<file path="config.mk">
export PLATFORM = sky130hd
export DESIGN_NAME = pparch_harris_sub_pipe
export DESIGN_NICKNAME = d
export VERILOG_FILES = /design/src/rtl/pparch_harris_sub_pipe.sv
export SDC_FILE = /design/constraint.sdc
export NUM_CORES = 1
export LEC_CHECK = 0
export ABC_AREA = 1
export CORE_ASPECT_RATIO = 1.5
export CORE_MARGIN = 3
export CORE_UTILIZATION = 50
export DETAILED_ROUTE_END_ITERATION = 10
export HOLD_SLACK_MARGIN = 0.02
export PLACE_DENSITY = 0.82
export SETUP_SLACK_MARGIN = 0.02
export SLEW_MARGIN = 20
export SYNTH_ARGS = -nofsm -noshare
export SYNTH_HDL_FRONTEND = slang
export SYNTH_SLANG_ARGS = --single-unit
</file>
<file path="constraint.sdc">
create_clock -name clk -period 1.6 [get_ports clk]
set_input_delay 0.32 -clock clk [delete_from_list [all_inputs] [get_ports clk]]
set_output_delay 0.32 -clock clk [all_outputs]
set_load 0.03 [all_outputs]
</file>
<file path="src/rtl/pparch_harris_sub_pipe.sv">
// pparch_harris_sub_pipe: two-stage pipelined Harris prefix subtractor.
// diff = a - b - bin is formed as a + ~b + ~bin, with ~bin entering the tree as
// an extra generate node below bit 0. The tree is sparse: span-doubling cells
// run only on odd nodes, and a trailing grey stage fills in the even nodes.
// Stage 1 holds the tree after the span-1/2 levels. Stage 2 finishes the tree
// and registers the result and flags. A valid/ready handshake with full
// backpressure sits around both stages.
module pparch_harris_sub_pipe #(
  parameter int WIDTH = 12
) (
  input  logic             clk,
  input  logic             rst,
  input  logic             in_valid,
  output logic             in_ready,
  input  logic [WIDTH-1:0] a,
  input  logic [WIDTH-1:0] b,
  input  logic             bin,
  output logic             out_valid,
  input  logic             out_ready,
  output logic [WIDTH-1:0] diff,
  output logic             bout,
  output logic             zero,
  output logic             neg,
  output logic             ovf
);

  // Tree node 0 is the carry-in (~bin). Node i+1 is operand bit i.
  localparam int N      = WIDTH + 1;
  localparam int LEVELS = $clog2(N);

  // One sparse level: every odd node at or above the span merges with the node
  // one span below it. All other nodes pass straight through.
  function automatic logic [2*N-1:0] sparse_level(input logic [N-1:0] g,
                                                  input logic [N-1:0] p,
                                                  input int lvl);
    logic [N-1:0] gn;
    logic [N-1:0] pn;
    int span;
    int lo;
    gn   = g;
    pn   = p;
    span = 1 << lvl;
    for (int j = 1; j < N; j++) begin
      lo = (j >= span) ? (j - span) : 0;
      if ((j % 2 == 1) && (j >= span)) begin
        gn[j] = g[j] | (p[j] & g[lo]);
        pn[j] = p[j] & p[lo];
      end
    end
    return {pn, gn};
  endfunction

  // Trailing grey stage. Each even node absorbs the finished prefix of the odd
  // node directly below it.
  function automatic logic [N-1:0] grey_stage(input logic [N-1:0] g,
                                              input logic [N-1:0] p);
    logic [N-1:0] gn;
    gn = g;
    for (int j = 2; j < N; j += 2) begin
      gn[j] = g[j] | (p[j] & g[j-1]);
    end
    return gn;
  endfunction

  // Handshake.
  logic adv1;
  logic adv2;
  logic s1_valid;

  // Stage-1 combinational tree (span 1 and span 2).
  logic [WIDTH-1:0] nb;
  logic [N-1:0]     g_in;
  logic [N-1:0]     p_in;
  logic [2*N-1:0]   lvl0;
  logic [2*N-1:0]   lvl1;

  // Stage-1 registers.
  logic [N-1:0]     s1_g;
  logic [N-1:0]     s1_p;
  logic [WIDTH-1:0] s1_pb;
  logic             s1_amsb;
  logic             s1_bmsb;

  // Stage-2 combinational completion.
  logic [N-1:0]     gx;
  logic [N-1:0]     px;
  logic [N-1:0]     gf;
  logic [WIDTH-1:0] carry;
  logic             cout;
  logic [WIDTH-1:0] diff_d;
  logic             bout_d;
  logic             zero_d;
  logic             neg_d;
  logic             ovf_d;

  assign adv2     = ~out_valid | out_ready;
  assign adv1     = ~s1_valid | adv2;
  assign in_ready = adv1;

  assign nb   = ~b;
  assign g_in = {a & nb, ~bin};
  assign p_in = {a ^ nb, 1'b0};
  assign lvl0 = sparse_level(g_in, p_in, 0);
  assign lvl1 = sparse_level(lvl0[N-1:0], lvl0[2*N-1:N], 1);

  // Stage 1: capture the half-built tree, bit propagates and sign bits of an accepted beat.
  always_ff @(posedge clk or posedge rst) begin
    if (rst) begin
      s1_valid <= 1'b0;
      s1_g     <= '0;
      s1_p     <= '0;
      s1_pb    <= '0;
      s1_amsb  <= 1'b0;
      s1_bmsb  <= 1'b0;
    end else if (adv1) begin
      s1_valid <= in_valid;
      if (in_valid) begin
        s1_g    <= lvl1[N-1:0];
        s1_p    <= lvl1[2*N-1:N];
        s1_pb   <= a ^ nb;
        s1_amsb <= a[WIDTH-1];
        s1_bmsb <= b[WIDTH-1];
      end
    end
  end

  // Stage 2 combinational: remaining span-doubling levels, then the grey stage.
  always_comb begin
    gx = s1_g;
    px = s1_p;
    for (int k = 2; k < LEVELS; k++) begin
      {px, gx} = sparse_level(gx, px, k);
    end
    gf = grey_stage(gx, px);
  end

  // Node i holds the carry into bit i. The top node is the carry out of the MSB.
  assign carry  = gf[WIDTH-1:0];
  assign cout   = gf[N-1];
  assign diff_d = s1_pb ^ carry;
  assign bout_d = ~cout;
  assign zero_d = (diff_d == '0);
  assign neg_d  = diff_d[WIDTH-1];
  assign ovf_d  = (s1_amsb != s1_bmsb) & (diff_d[WIDTH-1] != s1_amsb);

  // Stage 2: register the result and flags. They stay frozen while the sink stalls.
  always_ff @(posedge clk or posedge rst) begin
    if (rst) begin
      out_valid <= 1'b0;
      diff      <= '0;
      bout      <= 1'b0;
      zero      <= 1'b0;
      neg       <= 1'b0;
      ovf       <= 1'b0;
    end else if (adv2) begin
      out_valid <= s1_valid;
      if (s1_valid) begin
        diff <= diff_d;
        bout <= bout_d;
        zero <= zero_d;
        neg  <= neg_d;
        ovf  <= ovf_d;
      end
    end
  end

endmodule

</file>
==> results by group, run 1 <==
Pwr
  – Leak: 0.00158 uW
  – Sw power: 1360 uW
  – P_int: 2290 uW
  – Combinational share of power: 36.9%
  – Clk pwr share: 18.2%
  – Final Total Pwr: 3650 uW
  – Pwr Density: 1220 nW/um^2
  – IR drop worst, VDD: 0.000433 V
  – Seq pwr share: 44.9%
  – Switching fraction of total power: 37.3%

Final layout
  – Fin nets: 380
  – # diodes: 0
  – Final Cell Area: 3000 um^2
  – Share of cells above drive strength 1: 6.01%
  – Util after Layout: 66.0%
  – Layout fillers: 380
  – Synth-to-Final Area Change: 26.3%

Critical path
  – CP Max Fanout: 2
  – R2R setup slack: 0.10 ns
  – Most used cell, CP: nor2_1
  – Reg2reg end: zero
  – Worst r2r src: s1_g[1]
  – Type of the worst setup path: reg2reg
  – Slowest stage cell on the critical path: dfrtp_1
  – Critical Path AT: 1.73 ns
  – Data required time of the critical path: 1.83 ns
  – Worst R2R Path Depth: 8
  – Buf+Inv Stages, Crit Path: 0
  – Crit path largest cell delay: 0.39 ns
  – Critical Path Sink Type: flip-flop
  – Top delay family on crit path: flip-flops
  – Crit path cell chain: a21oi_2 > o21bai_1 > ha_1 > nor2_1 > nand3_1 > nor2_1 > nand2_1 > o21ai_1
  – Startpoint types: flip-flop

Floorplanning
  – # IOs: 47
  – Core Area: 4540 um^2
  – Die height: 90.3 um
  – Die ar.: 5620 um^2
  – Die Wd: 62.2 um
  – Starting Density: 52.2%
  – Row count: 30

Timing
  – Hold Slack: 0.356 ns
  – Slew margin rel.: 79.6%
  – # setup viols final: 0
  – Final period util: 93.7%
  – Fmax: 667 MHz
  – Least-Margin Pin Slew: 0.307 ns
  – Final setup margin: 0.100 ns
  – Minimum clock period: 1.50 ns
  – Final Max Tran Viols: 0
  – Skew final: 0.00673 ns
  – Hold Vio Cnt, Final: 0
  – RSZ-0062 raised after global routing: true

Clocking
  – Clock Latency Late Sink: 0.30 ns
  – Inserted Clock Buffers: 5
  – CTS Sinks: 48
  – Clk slew on worst S/H paths: 0.08 ns
  – Post-CTS setup buffers: 0
  – H-tree levels: 2
  – Hold-fix buffers, CTS: 0
  – Buffer depth of the longest clock path: 2
  – Clk root buf: clkbuf_8
  – CTS tree: done

Yosys
  – Post-Synthesis Cells: 281
  – Sequential area share after synthesis: 50.7%
  – Synthesized area per cell: 8.44 um^2
  – Mapped Nets: 328
  – Post-synth cell types: 19
  – Post-Syn Area: 2370 um^2
  – Yosys warns: 0
  – Flops & latches, synth: 48

Route
  – Via count: 1,931
  – WL final: 4.38 mm
  – DR WL/cell: 11.0 um
  – Pre-antenna DRT Iters: 4
  – Via density: 4.86
  – DRC: 0
  – Iter 0 DRT Violations: 59
  – Routed Antenna Nets: 0

Global route
  – Largest net degree at the start of global routing: 49
  – Total gr overflow: 0
  – Tot GR Track Use: 16.7%
  – First-pass GRT wire length: 7.61 mm
  – Vias in the first global route: 1,792
  – Initial antenna violation count: 0

Placement
  – Final HPWL DP: 3.44 mm
  – Placed Area: 2930 um^2
  – IO buf count: 46
  – Dpl ws: -0.124 ns
  – Routability cong.: 0.754

Worst hold path
  – HP Class: in2async

Outcome
  – Outcome: completed

Job
  – Max Cap Violations: 0
through the flow:
| stage | instances | TNS, ns |
|---|---|---|
| after CTS | 397 | 0 |
| after detailed placement | 390 | -0.369 |
| after floorplan | 281 | 0 |
| after global routing | 397 | -0.00751 |
| final | 397 | 0 |
| after global placement | 390 | -0.143 |
flip-flops by register name, indices dropped and copies added (netlist names):
| register | count |
|---|---|
| s1_bmsb | 1 |
| s1_amsb | 1 |
| s1_g | 13 |
| s1_p | 4 |
| diff | 12 |
| s1_valid | 1 |
| out_valid | 1 |
| bout | 1 |
| ovf | 1 |
| zero | 1 |
| s1_pb | 12 |
how the worst max path moves through the flow:
stage,startpoint,to,slack (ns),depth (start not counted)
2_1_floorplan,rst,bout,0.14,1
3_5_place_dp,b[2],s1_g[5],-0.12,7
6_report,s1_g[1],zero,0.10,8
4_1_cts,s1_p[5],zero,0.04,8
3_3_place_gp,b[4],s1_g[7],-0.06,7
5_1_grt,s1_p[7],zero,-0.008,8
cell usage in the layout, fill, tap and decap left out, drive strengths merged:
cell | synthesis | routed
o31ai | 3 | 3
dfrtp | 48 | 48
a21oi | 7 | 7
nand2 | 92 | 92
nor2 | 24 | 24
clkinv | 0 | 2
a31oi | 5 | 5
nand3 | 4 | 4
clkdlybuf4s50 | 0 | 28
dlygate4sd2 | 0 | 17
inv | 37 | 36
o21bai | 9 | 9
clkbuf | 0 | 6
ha | 18 | 18
nand4 | 1 | 1
o21ai | 25 | 25
buf | 8 | 8
routing by layer:
| layer | GRT usage [%] | wire length, um | part of all wire, % |
|---|---|---|---|
| met1 | 19.2 | 1840 | 42 |
| met2 | 29.9 | 2260 | 52 |
| met3 | 3.61 | 194 | 4.4 |
| met4 | 6.64 | 86 | 2.0 |
| met5 | 0 | 0 | 0 |
worst register-to-register path: cells and delay by family (launching register included):
kind            cells  cell delay (ns)
simple gates        4             0.33
fa+ha+maj           1             0.32
flops               1             0.39
compound gates      3             0.39
Yosys cell counts (all sizes together):
library cell,count,area share [%]
nand2,92,15
dfrtp,48,51
o31ai,3,0.95
inv,37,5.9
o21ai,25,5.3
o21bai,9,2.8
ha,18,9.5
nand3,4,1.1
a21oi,7,1.5
a31oi,5,1.3
nor2,24,3.8
nand4,1,0.26
buf,8,2.3
logic make-up (layout without fill, tap and decap cells):
group           Yosys count  in the layout  synth area share [%]
simple gates            121            121                  19.8
compound gates           49             49                  11.9
flops                    48             48                  50.7
buf+inv                  45             97                  8.18
fa+ha+maj                18             18                  9.50
power groups by stage:
stage | registers (uW) | logic [uW] | clock network, uW
2_1_floorplan | 1950 | 605 | 0
3_3_place_gp | 1650 | 1440 | 0
3_5_place_dp | 1670 | 1470 | 0
4_1_cts | 1640 | 1360 | 678
5_1_grt | 1680 | 1490 | 730
6_report | 1640 | 1350 | 663
area by class of cell:
class	instances	area, um^2	area share, %
clock inverters	1	5.00	0.167
clock buffers	6	72.6	2.42
flip-flops and latches	48	1200	40.1
multi-input cells	188	983	32.8
repair buffers	53	514	17.2
inverters	37	139	4.64
well taps	64	80.1	2.67
repair_timing:
action | 4_1_cts | 5_1_grt
endpoints found under the hold margin | 0 | 0
setup endpoints to repair | 18 | 1
pin swaps | 0 | 1
gates resized for setup | 19 | 1
cloned | 0 | 0
Note: power is estimated with default switching activity, not from simulation.
==> run 2, diff against run 1 <==
ABC_AREA = unset   (was 1)
clock period = 1.9 ns   (was 1.6 ns; I/O delays follow)
==> results by group, run 2 <==
Outcome
  – Outcome: complete, but fails checks
  – Failing checks: negative setup slack

Yosys
  – Yosys warns: 0
  – Post-synth top area share: 52.3%
  – Post-synth cell types: 26
  – Mapped Nets: 240
  – Sequential area share after synthesis: 52.3%
  – Synthesized area per cell: 11.9 um^2
  – Cell with the most instances after synthesis: dfrtp_1
  – EDFF count, synth: 0
  – Post-Syn Area: 2300 um^2
  – Top_reg_cell synth: dfrtp_1
  – Flops & latches, synth: 48
  – Synth area leader: dfrtp_1
  – Asr flop ratio synth: 100%
  – Post-synth top cells: dfrtp_1 (48), mux2_1 (31), nand2_1 (23)
  – Synth area leaders: dfrtp_1 (52%), mux2_1 (15%), ha_1 (9.8%)
  – Post-Synthesis Cells: 193

Final layout
  – Synth-to-Final Area Change: 32.5%
  – Commonest non-fill, non-tap cell in the layout: dfrtp_1
  – Register with the most flip-flops: s1_g
  – Fin nets: 302
  – Max FFs per register: 13
  – # diodes: 0
  – Final Cell Area: 3040 um^2
  – Most frequent cells in the layout: dfrtp_1 (48), clkdlybuf4s50_1 (45), mux2_1 (31)
  – Biggest regs: s1_g: 13 flops, diff: 12 flops, s1_pb: 12 flops
  – Share of cells above drive strength 1: 12.2%

Critical path
  – Critical Path AT: 2.31 ns
  – Startpoint types: flip-flop
  – Most used cell, CP: a21o_1
  – Crit path cell chain: a21o_1 > a21o_1 > ha_4 > or4_4 > nor3_2 > nand4_1 > o41ai_2
  – Crit path largest cell delay: 0.53 ns
  – Data required time of the critical path: 2.10 ns
  – CP Max Fanout: 2
  – Type of the worst setup path: reg2reg
  – Critical Path Sink Type: flip-flop
  – Slowest stage cell on the critical path: or4_4
  – Top delay family on crit path: simple AND/OR/NAND/NOR gates
  – Buf+Inv Stages, Crit Path: 0

Route
  – Pre-antenna DRT Iters: 4
  – Routed Antenna Nets: 0
  – DRC: 0
  – Iter 0 DRT Violations: 60
  – Via density: 5.19
  – WL final: 4.16 mm
  – DR WL/cell: 13.8 um
  – Via count: 1,561

Timing
  – Minimum clock period: 2.11 ns
  – Final period util: 111%
  – Hold Slack: 0.422 ns
  – # setup viols final: 1
  – Skew final: 0.00505 ns
  – Fmax: 475 MHz
  – Slew margin rel.: 79.2%
  – Hold Vio Cnt, Final: 0
  – Final setup margin: -0.206 ns
  – Least-Margin Pin Slew: 0.311 ns
  – RSZ-0062 raised after global routing: true
  – Final Max Tran Viols: 0

Clocking
  – Clk slew on worst S/H paths: 0.08 ns
  – H-tree levels: 2
  – Clock Latency Late Sink: 0.30 ns
  – Hold-fix buffers, CTS: 0
  – Buffer depth of the longest clock path: 2
  – CTS Sinks: 48
  – CTS tree: done
  – Clk root buf: clkbuf_8
  – Inserted Clock Buffers: 5

Global route
  – Tot GR Track Use: 17.4%
  – First-pass GRT wire length: 6.84 mm
  – Largest net degree at the start of global routing: 49
  – Total gr overflow: 0
  – Initial antenna violation count: 0
  – Vias in the first global route: 1,560

Placement
  – Placed Area: 2920 um^2
  – IO buf count: 46
  – Dpl ws: -0.273 ns
  – Final HPWL DP: 3.30 mm
  – Routability cong.: 0.773

Floorplanning
  – Die ar.: 5460 um^2
  – Die Wd: 61.3 um
  – Starting Density: 53.2%
  – # IOs: 47
  – Row count: 29
  – Core Area: 4320 um^2
  – Die height: 89.0 um

Pwr
  – IR drop worst, VDD: 0.000682 V
  – Leak: 0.00143 uW
  – Pwr Density: 1090 nW/um^2

Worst hold path
  – HP Class: in2async

Job
  – Max Cap Violations: 0
-- run 2: cell types whose count changed after synthesis, sizes merged, moves of 4 or more --
cell,before,now
o21bai,9,0
a21o,0,4
a31oi,5,0
inv,37,14
nor2,24,8
nand3,4,0
nand2,92,23
mux2,0,31
o21ai,25,12
-- run 2: metrics by stage --
step                      util (%)  TNS (ns)  std cells  power [uW]
after CTS                     70.5    -0.174        301        3350
after global placement        67.6    -0.265        292        2660
after detailed placement      67.6    -0.390        292        2690
final                         70.5    -0.206        301        3310
after global routing          70.5    -0.318        301        3500
after floorplan                  -    -0.161        193        2130
-- run 2: area by class of cell --
class | instances | area [um^2]
Inverter | 14 | 52.6
Sequential cell | 48 | 1200
Fill cell | 305 | 1270
Multi-Input combinational cell | 124 | 1020
Timing Repair Buffer | 62 | 616
Clock buffer | 7 | 96.3
Tap cell | 46 | 57.6
-- run 2: logic make-up after synthesis --
logic type	share of synthesized area, %
AO/OA/AOI/OAI	8.23
flip-flops	52.3
multiplexers	15.2
buffers and inverters	3.81
XOR/XNOR	2.94
adder cells (fa/ha/maj)	9.81
AND/OR/NAND/NOR	7.68
-- run 2: tightest hold or removal path, cell delays in order --
cell and delay [ns]:
clkdlybuf4s50_1 0.41, inv_2 0.07, buf_12 0.24
-- run 2: where the power goes --
part | switching, uW | internal [uW]
clock network | 320 | 324
registers | 139 | 1260
logic | 658 | 607
-- run 2: final timing paths --
| path | startpoint | end | slack [ns] | depth (start not counted) |
|---|---|---|---|---|
| worst max register to register | s1_g[1] | zero | -0.21 | 7 |
| min in group clk | s1_g[12] | bout | 0.46 | 1 |
| worst min register to register | s1_g[12] | bout | 0.46 | 1 |
| worst min-delay path | rst | diff[0] | 0.42 | 3 |
| worst max-delay path | s1_g[1] | zero | -0.21 | 7 |
| max in group asynchronous | rst | diff[9] | 1.25 | 3 |
-- run 2: timing repair --
| action | in CTS | in global routing |
|---|---|---|
| resized for setup | 1 | 0 |
| pin swaps | 4 | 0 |
| setup buffers | 2 | 0 |
| endpoints found under the setup margin | 1 | 1 |
-- run 2: per-layer routing --
| layer | up-vias | wire, um | global-route usage [%] |
|---|---|---|---|
| met5 | - | 0 | 0 |
| li1 | 780 | - | - |
| met4 | 0 | 145 | 11.0 |
| met1 | 737 | 1640 | 19.8 |
| met3 | 11 | 131 | 3.32 |
| met2 | 33 | 2240 | 29.2 |
==> run 3, diff against run 2 <==
--- a/constraint.sdc
+++ b/constraint.sdc
@@ -3,2 +3,2 @@
 set_output_delay 0.38 -clock clk [all_outputs]
-set_load 0.03 [all_outputs]
+set_load 0.05 [all_outputs]
==> results by group, run 3 (same netlist as run 2, synthesis figures left out) <==
Placement
  – Placed Area: 2900 um^2
  – Placed Cells: 291
  – IO buf count: 46
  – Final HPWL DP: 3.46 mm
  – Routability cong.: 0.815

Global route
  – Largest net degree at the start of global routing: 49
  – Vias in the first global route: 1,601
  – Total gr overflow: 0
  – First-pass GRT wire length: 7.36 mm
  – Initial antenna violation count: 0
  – Tot GR Track Use: 18.7%

Critical path
  – CP Launch Point: s1_g[3]
  – R2R setup slack: -0.24 ns
  – Critical Path Sink Type: flip-flop
  – Most used cell, CP: a21o_1
  – Startpoint types: flip-flop
  – Slowest stage cell on the critical path: or4_4
  – Data required time of the critical path: 2.11 ns
  – Critical Path AT: 2.35 ns
  – Crit path cell chain: a21o_1 > a21o_1 > ha_4 > or4_4 > nor3_2 > nand4_1 > o41ai_2
  – CP Max Fanout: 2
  – Reg2reg end: zero
  – Type of the worst setup path: reg2reg
  – Worst r2r src: s1_g[3]
  – Crit path largest cell delay: 0.54 ns
  – Worst R2R Path Depth: 7

Route
  – Routed Antenna Nets: 0
  – Via density: 5.31
  – Pre-antenna DRT Iters: 4
  – DR WL/cell: 14.6 um
  – DRC: 0
  – Iter 0 DRT Violations: 54
  – Via count: 1,599
  – WL final: 4.39 mm

Timing
  – Skew final: 0.00467 ns
  – Final period util: 113%
  – RSZ-0062 raised after global routing: true
  – # setup viols final: 1
  – Hold Slack: 0.413 ns
  – Final Max Tran Viols: 0
  – Final setup margin: -0.238 ns
  – Slew margin rel.: 66.2%
  – Minimum clock period: 2.14 ns
  – Least-Margin Pin Slew: 0.506 ns
  – Hold Vio Cnt, Final: 0
  – Fmax: 468 MHz

Final layout
  – Final Cell Area: 3060 um^2
  – Area of the multi-input gates: 1020 um^2
  – Max FFs per register: 13
  – Cell Count, Final, Fillers Out: 301
  – Most frequent cells in the layout: dfrtp_1 (47), mux2_1 (31), clkdlybuf4s50_1 (29)
  – Synth-to-Final Area Change: 33.2%
  – # diodes: 0
  – Share of cells above drive strength 1: 16.1%
  – Sequential cell area: 1200 um^2
  – Layout fillers: 319
  – Biggest regs: s1_g: 13 flops, diff: 12 flops, s1_pb: 12 flops
  – Fin nets: 301
  – Util after Layout: 70.8%
  – Commonest non-fill, non-tap cell in the layout: dfrtp_1
  – Register with the most flip-flops: s1_g

Worst hold path
  – HP Class: in2async

Clocking
  – H-tree levels: 2
  – CTS Sinks: 48
  – CTS tree: done
  – Clock Latency Late Sink: 0.31 ns
  – Inserted Clock Buffers: 5
  – Buffer depth of the longest clock path: 2
  – Clk slew on worst S/H paths: 0.09 ns
  – Clk root buf: clkbuf_8

Floorplanning
  – # IOs: 47
  – Row count: 29
  – Die height: 89.0 um
  – Die ar.: 5460 um^2
  – Starting Density: 53.2%
  – Die Wd: 61.3 um
  – Core Area: 4320 um^2

Pwr
  – P_int: 2230 uW
  – Seq pwr share: 38.8%
  – Pwr Density: 1180 nW/um^2
  – Sw power: 1390 uW
  – Leak: 0.00150 uW
  – IR drop worst, VDD: 0.000628 V
  – Combinational share of power: 41.0%
  – Switching fraction of total power: 38.4%
  – Final Total Pwr: 3620 uW
  – Clk pwr share: 20.2%

Job
  – Max Cap Violations: 0

Outcome
  – Outcome: complete, but fails checks
  – Failing checks: negative setup slack
==> run 3: metal layers <==
layer	global-route usage, %	vias up	part of all wire [%]
li1	-	779	-
met3	4.77	7	3.6
met2	32.9	26	56
met5	0	-	0
met4	6.95	0	1.8
met1	21.2	787	38
==> run 3: repair_timing <==
item | CTS | global route
resized for setup | 1 | 7
endpoints found under the setup margin | 1 | 8
setup buffers | 2 | 0
pin swaps | 6 | 0
gates cloned | 0 | 0
hold buffers | 0 | 0
==> run 3: cell type report <==
class / instances / share of cell area [%]
Clock buffer: 5 / 2.25
Timing Repair Buffer: 61 / 20.1
Clock inverter: 3 / 1.39
Tap cell: 46 / 1.88
Inverter: 14 / 1.72
Sequential cell: 48 / 39.3
Multi-Input combinational cell: 124 / 33.3
==> run 3: critical path: cells and delay by family, from the launching register on <==
family                   cells  cell delay, ns
AO/OA/AOI/OAI                3            0.61
AND/OR/NAND/NOR              3            0.83
flip-flops                   1            0.39
adder cells (fa/ha/maj)      1            0.22
==> run 3: metrics by stage <==
stage / setup TNS (ns) / setup slack, ns
floorplan: -0.161 / -0.161
global placement: -0.255 / -0.206
detailed placement: -0.518 / -0.332
CTS: -0.240 / -0.240
global route: -0.368 / -0.368
finish: -0.238 / -0.238
==> run 3: how the worst max path moves through the flow <==
stage               endpoint  slack, ns
floorplan               zero      -0.16
global placement        zero      -0.21
detailed placement      zero      -0.33
CTS                     zero      -0.24
global route            zero      -0.37
finish                  zero      -0.24
==> run 3: power by group through the flow <==
| stage | registers [uW] | logic, uW | clock network (uW) |
|---|---|---|---|
| final | 1400 | 1480 | 732 |
| after floorplan | 1860 | 495 | 0 |
| after detailed placement | 1430 | 1480 | 0 |
| after global placement | 1410 | 1440 | 0 |
| after CTS | 1410 | 1510 | 745 |
| after global routing | 1430 | 1580 | 788 |
